--- config.mk ---
export PLATFORM = sky130hd
export DESIGN_NAME = vend_ctrl_param
export DESIGN_NICKNAME = d
export VERILOG_FILES = /design/src/rtl/vend_pkg.sv /design/src/rtl/vend_timer.sv /design/src/rtl/vend_ctrl_param.sv
export SDC_FILE = /design/constraint.sdc
export NUM_CORES = 1
export LEC_CHECK = 0
export BUFFER_PORTS_ARGS = -buffer_cell sky130_fd_sc_hd__buf_2
export CAP_MARGIN = 20
export CORE_ASPECT_RATIO = 2
export CORE_MARGIN = 2
export CORE_UTILIZATION = 40
export CTS_BUF_LIST = sky130_fd_sc_hd__clkbuf_8
export CTS_CLUSTER_DIAMETER = 150
export DETAILED_ROUTE_END_ITERATION = 16
export GPL_TIMING_DRIVEN = 0
export HOLD_SLACK_MARGIN = 0.08
export SYNTH_ARGS = -nofsm -noshare
export SYNTH_HDL_FRONTEND = slang
export SYNTH_SLANG_ARGS = --single-unit
--- constraint.sdc ---
create_clock -name clk -period 4.35 [get_ports clk]
set_clock_uncertainty 0.15 [all_clocks]
set_input_delay 0.2175 -clock clk [delete_from_list [all_inputs] [get_ports clk]]
set_output_delay 0.2175 -clock clk [all_outputs]
set_load 0.01 [all_outputs]
--- src/rtl/vend_pkg.sv ---
// Shared state encoding and coin valuation (Q1: one LSB = 0.5 yuan) for the vending controller.
package vend_pkg;

  typedef enum logic [1:0] {
    ST_IDLE    = 2'd0,
    ST_COLLECT = 2'd1,
    ST_VEND    = 2'd2,
    ST_CHANGE  = 2'd3
  } state_t;

  localparam logic [4:0] Q_HALF = 5'd1;
  localparam logic [4:0] Q_ONE  = 5'd2;
  localparam logic [4:0] Q_FIVE = 5'd10;
  localparam logic [4:0] Q_TEN  = 5'd20;

  function automatic logic [4:0] coin_q(input logic [1:0] coin_val);
    case (coin_val)
      2'b00:   coin_q = Q_HALF;
      2'b01:   coin_q = Q_ONE;
      2'b10:   coin_q = Q_FIVE;
      default: coin_q = Q_TEN;
    endcase
  endfunction

endpackage

--- src/rtl/vend_timer.sv ---
// Loadable down-counter that parks at zero; zero flags expiry of a display or idle interval.
module vend_timer #(
  parameter int W = 4
) (
  input  logic         clk,
  input  logic         rst,
  input  logic         load,
  input  logic [W-1:0] load_val,
  output logic         zero
);

  logic [W-1:0] cnt_q;

  // NOTE: registers use non-blocking <= so every flop samples pre-edge values.
  always_ff @(posedge clk) begin
    if (rst)                cnt_q <= '0;
    else if (load)          cnt_q <= load_val;
    else if (cnt_q != '0)   cnt_q <= cnt_q - W'(1);
  end

  assign zero = (cnt_q == '0);

endmodule

--- src/rtl/vend_ctrl_param.sv ---
// Parametrised vending controller: N_DRINK products, overflow coin rejection, optional idle refund.
// Define CHANGE_PAYOUT_EN to pay change coin by coin on pay_1 / pay_half instead of a timed display.
module vend_ctrl_param
  import vend_pkg::*;
#(
  parameter int                         SUM_W       = 8,
  parameter int                         N_DRINK     = 2,
  parameter logic [N_DRINK*SUM_W-1:0]   PRICE_VEC   = {8'd10, 8'd5},
  parameter int                         MAX_SUM     = 40,
  parameter int                         DISP_CYC    = 4,
  parameter int                         TIMEOUT_CYC = 0
) (
  input  logic                                          clk,
  input  logic                                          rst,
  input  logic                                          insert,
  input  logic [1:0]                                    coin_val,
  input  logic [((N_DRINK > 1) ? $clog2(N_DRINK) : 1)-1:0] drink_op,
  input  logic                                          buy,
  input  logic                                          cancel_flag,
  output logic                                          hold_ind,
  output logic [N_DRINK-1:0]                            drink_ind,
  output logic                                          drinktk_ind,
  output logic                                          charge_ind,
  output logic                                          coin_rej,
  output logic [SUM_W-1:0]                              coin_sum
`ifdef CHANGE_PAYOUT_EN
  ,
  output logic                                          pay_1,
  output logic                                          pay_half
`endif
);

  localparam int TMR_MAX = (DISP_CYC > TIMEOUT_CYC) ? DISP_CYC : TIMEOUT_CYC;
  localparam int TMR_W   = (TMR_MAX > 2) ? $clog2(TMR_MAX) : 1;
  localparam logic [TMR_W-1:0] DISP_LOAD = TMR_W'((DISP_CYC > 0) ? DISP_CYC - 1 : 0);
  localparam logic [TMR_W-1:0] TO_LOAD   = TMR_W'((TIMEOUT_CYC > 0) ? TIMEOUT_CYC - 1 : 0);
  localparam logic             TO_EN     = (TIMEOUT_CYC > 0);
  localparam logic [SUM_W:0]   MAX_Q     = (SUM_W+1)'(MAX_SUM);

  state_t           state_q, state_d;
  logic [SUM_W-1:0] sum_q, sum_d, price_sel;
  logic [SUM_W:0]   sum_ext;
  logic             coin_fits, op_valid, buy_ok;
  logic             coin_rej_q, rej_d;
  logic             disp_load, disp_zero, to_load, to_zero;

  vend_timer #(.W(TMR_W)) u_disp_timer (
    .clk(clk), .rst(rst), .load(disp_load), .load_val(DISP_LOAD), .zero(disp_zero)
  );

  vend_timer #(.W(TMR_W)) u_idle_timer (
    .clk(clk), .rst(rst), .load(to_load), .load_val(TO_LOAD), .zero(to_zero)
  );

  // One bit wider than the credit so an oversized coin is detected rather than wrapped.
  assign sum_ext   = {1'b0, sum_q} + (SUM_W+1)'(coin_q(coin_val));
  assign coin_fits = (sum_ext <= MAX_Q);

  always_comb begin
    price_sel = '0;
    op_valid  = 1'b0;
    for (int i = 0; i < N_DRINK; i++) begin
      if (int'(drink_op) == i) begin
        price_sel = PRICE_VEC[i*SUM_W +: SUM_W];
        op_valid  = 1'b1;
      end
    end
  end

  assign buy_ok = buy && op_valid && (sum_q >= price_sel);

  // NOTE: every always_comb output gets a default first so no path can infer a latch.
  always_comb begin
    state_d   = state_q;
    sum_d     = sum_q;
    rej_d     = 1'b0;
    disp_load = 1'b0;
    to_load   = 1'b0;
    case (state_q)
      ST_IDLE: begin
        if (insert) begin
          if (coin_fits) begin
            sum_d   = sum_ext[SUM_W-1:0];
            state_d = ST_COLLECT;
            to_load = 1'b1;
          end else begin
            rej_d = 1'b1;
          end
        end
      end
      ST_COLLECT: begin
        if (cancel_flag) begin
          state_d   = ST_CHANGE;
          disp_load = 1'b1;
          rej_d     = insert;
        end else if (buy_ok) begin
          sum_d     = sum_q - price_sel;
          state_d   = ST_VEND;
          disp_load = 1'b1;
          to_load   = 1'b1;
          rej_d     = insert;
        end else if (insert && coin_fits) begin
          sum_d   = sum_ext[SUM_W-1:0];
          to_load = 1'b1;
        end else begin
          rej_d = insert;
          if (TO_EN && to_zero) begin
            state_d   = ST_CHANGE;
            disp_load = 1'b1;
          end
        end
      end
      ST_VEND: begin
        rej_d = insert;
        if (disp_zero) begin
          if (sum_q != '0) begin
            state_d   = ST_CHANGE;
            disp_load = 1'b1;
          end else begin
            state_d = ST_IDLE;
          end
        end
      end
      default: begin
        rej_d = insert;
`ifdef CHANGE_PAYOUT_EN
        if (sum_q >= SUM_W'(2))  sum_d = sum_q - SUM_W'(2);
        else if (sum_q != '0)    sum_d = sum_q - SUM_W'(1);
        else                     state_d = ST_IDLE;
`else
        if (disp_zero) begin
          sum_d   = '0;
          state_d = ST_IDLE;
        end
`endif
      end
    endcase
  end

  always_ff @(posedge clk) begin
    if (rst) begin
      state_q    <= ST_IDLE;
      sum_q      <= '0;
      coin_rej_q <= 1'b0;
    end else begin
      state_q    <= state_d;
      sum_q      <= sum_d;
      coin_rej_q <= rej_d;
    end
  end

  always_comb begin
    drink_ind = '0;
    for (int i = 0; i < N_DRINK; i++)
      drink_ind[i] = (state_q == ST_COLLECT) && (sum_q >= PRICE_VEC[i*SUM_W +: SUM_W]);
  end

  assign hold_ind    = (state_q != ST_IDLE);
  assign drinktk_ind = (state_q == ST_VEND);
  assign charge_ind  = (state_q == ST_CHANGE);
  assign coin_rej    = coin_rej_q;
  assign coin_sum    = sum_q;

`ifdef CHANGE_PAYOUT_EN
  assign pay_1    = (state_q == ST_CHANGE) && (sum_q >= SUM_W'(2));
  assign pay_half = (state_q == ST_CHANGE) && (sum_q == SUM_W'(1));
`endif

endmodule

==> flow_metrics.py <==
metrics = {
    "floorplanning": {
        "pin_count": 22,
        "die_x_um": 48.2,
        "row_count": 32,
        "chipHeight_um": 92.3,
        "core_um2": 3800,
        "initial_core_util": 0.410,
        "die_area_um2": 4450,
    },
    "sta": {
        "period_minus_slack_ns": 3.40,
        "slew_headroom": 0.432,
        "rsz0062_at_grt": "false",
        "timing.fmax_mhz": 294,
        "tightest_slew_ns": 0.844,
        "drv_slew": 0,
        "finalHoldViolCount": 0,
        "setup-tns-final_ns": 0,
        "fin_crit_sh": 0.781,
        "setup_viol": 0,
    },
    "yosys": {
        "syn_area_um2": 1560,
        "yosysSeqAreaShare": 0.167,
        "synth_seq_cells": 13,
        "synth.net_count": 225,
        "synth-edff-count": 0,
        "synth_cells": 198,
        "yosysUniqueCellTypes": 59,
        "syn_area_per_cell_um2": 7.88,
        "synth_ff_type": "dfxtp_1",
        "yosysWarningCount": 0,
        "async_flop_share": 0,
    },
    "routing": {
        "highest_layer": "met4",
        "met3_length_um": 47,
        "firstDrtPassIters": 4,
        "vias": 1518,
        "drtAntennaViolNets": 0,
        "routed_wirelength_um": 4160,
        "met1_length_um": 1540,
        "vias_per_cell": 5.52,
        "routedWlPerCell_um": 15.1,
        "wl_met2_um": 2470,
        "drtIter0Drc": 26,
        "drc": 0,
    },
    "layout": {
        "antenna_cells": 0,
        "final_cell_mix": "buf_2, nand2_1, ha_1",
        "final_common_cell": "buf_2",
        "nets": 252,
        "syn_to_final_growth_pct": 14.4,
        "drive_above_1_share": 0.174,
    },
    "cts": {
        "cts.sinks": 13,
        "cts_setup_buffers": 0,
        "cts-root-buf": "clkbuf_8",
        "cts.clk_slew.worst_paths_ns": 0.06,
        "insertion_delay_ns": 0.24,
        "cts_tree": "built",
        "cts_buffers": 3,
        "htree_levels": 1,
        "cts.path.max_buffers": 2,
    },
    "power_and_ir_drop": {
        "leakagePower_uw": 0.000774,
        "power.total_uw": 1250,
        "ir_worst_vdd_mv": 0.341,
        "powerDensity_nw_per_um2": 702,
    },
    "critical_path": {
        "critPathKind": "reg2reg",
        "cp.arrival_ns": 3.36,
        "crit_path_end_kind": "flop",
        "cp_max_fo": 10,
        "crit_required_ns": 4.31,
        "critPathLaunchType": "flop",
    },
    "min_path": {
        "hold_class": "in2reg",
    },
    "run": {
        "cap_violations": 0,
    },
    "global_routing": {
        "grt_use_total": 0.210,
        "grt_pass1_vias": 1540,
        "antenna_found_initial": 0,
        "overflow": 0,
        "grt_max_degree": 11,
        "grt_pass1_wl_um": 6870,
    },
    "place": {
        "dp_hpwl_um": 3410,
        "portBuffers": 21,
        "gp_congestion": 0.803,
    },
    "run_status": {
        "run_status": "finished, final reports clean",
    },
}
[area by class of cell]
class	instances	area [um2]
clock buffer	3	41.3
fill	405	2020
tap	51	63.8
sequential	13	260
timing repair buffer	22	115
multi-input combinational	159	1190
inverter	16	60.1
buffer	10	51.3
clock inverter	1	3.75
[cells by family after synthesis]
logic type	share of synthesized area
AND/OR/NAND/NOR	0.196
multiplexers	0.0257
adder cells (fa/ha/maj)	0.162
XOR/XNOR	0.0553
AO/OA/AOI/OAI	0.323
flip-flops	0.167
buffers and inverters	0.0714
[through the flow]
step	area, um2	instances	util	worst slack, ns	hold slack, ns
after floorplan	1560	198	-	1.16	0.144
after global placement	1730	270	0.455	0.784	0.297
after detailed placement	1730	270	0.455	0.770	0.307
after CTS	1780	275	0.469	0.953	0.120
after global routing	1780	275	0.469	0.786	0.134
final	1780	275	0.469	0.953	0.121
[Yosys cell counts (2+ instances only)]
| master | n | area (um2) |
|---|---|---|
| o311ai_0 | 2 | 17.5 |
| a22oi_1 | 3 | 22.5 |
| xor2_1 | 2 | 17.5 |
| buf_2 | 2 | 10.0 |
| nor4_1 | 2 | 12.5 |
| ha_1 | 17 | 213 |
| a21oi_1 | 16 | 80.1 |
| inv_1 | 14 | 52.6 |
| a21o_1 | 4 | 30.0 |
| o311ai_1 | 3 | 26.3 |
| nor3b_1 | 2 | 15.0 |
| a211oi_2 | 3 | 37.5 |
| a211oi_1 | 3 | 22.5 |
| o21ai_4 | 2 | 32.5 |
| o221ai_1 | 2 | 17.5 |
| nand2_1 | 20 | 75.1 |
| dfxtp_1 | 13 | 260 |
| o21ai_0 | 7 | 35.0 |
| nand3b_1 | 3 | 22.5 |
| nor2_1 | 14 | 52.6 |
| nor3_1 | 5 | 25.0 |
| clkbuf_1 | 6 | 22.5 |
| nand2b_1 | 2 | 12.5 |
| o32ai_1 | 2 | 17.5 |
| nor2b_1 | 4 | 25.0 |
| nand3_1 | 2 | 10.0 |
| o31ai_1 | 2 | 15.0 |
| mux2i_1 | 4 | 40.0 |
| fa_1 | 2 | 40.0 |
| xnor2_1 | 6 | 52.6 |
[power breakdown]
group | internal [uW] | leakage [uW] | switching, uW
registers | 160 | 0.000107 | 49.3
clock network | 62.4 | 0.0000269 | 46.2
logic | 385 | 0.000640 | 549
total | 608 | 0.000774 | 644
[repair_timing]
action	in CTS	in global routing
endpoints found under the hold margin	2	0
setup endpoints to repair	0	0
hold buffers	1	0
resized for setup	0	0
[flip-flops by register name (all words and copies together) (netlist names)]
register            flops
coin_sum                8
state_q                 2
u_disp_timer.cnt_q      2
coin_rej                1
[metal layers]
metal	track usage	up-vias
li1	-	783
met1	0.200	715
met2	0.407	14
met3	0.0175	6
met4	0.0766	0
met5	0	-
[critical path, cell delays in order, from the launching register on]
cell	delay [ns]
dfxtp_1	0.37
ha_1	0.27
fa_1	0.50
xnor2_2	0.26
xnor2_1	0.08
or3_1	0.32
a2bb2o_4	0.23
a221o_2	0.44
o21ai_4	0.22
buf_6	0.18
mux2i_1	0.19
nor2_1	0.05
[path summary, 6_finish.rpt]
| check | startpoint | to | slack [ns] | depth (start not counted) |
|---|---|---|---|---|
| setup / recovery | coin_sum[0] | coin_sum[4] | 0.95 | 11 |
| setup reg to reg | coin_sum[0] | coin_sum[4] | 0.95 | 11 |
| hold reg to reg | u_disp_timer.cnt_q[0] | u_disp_timer.cnt_q[0] | 0.42 | 2 |
| hold / removal | insert | coin_rej | 0.12 | 2 |
No activity file was read; power rests on OpenSTA's default activity.
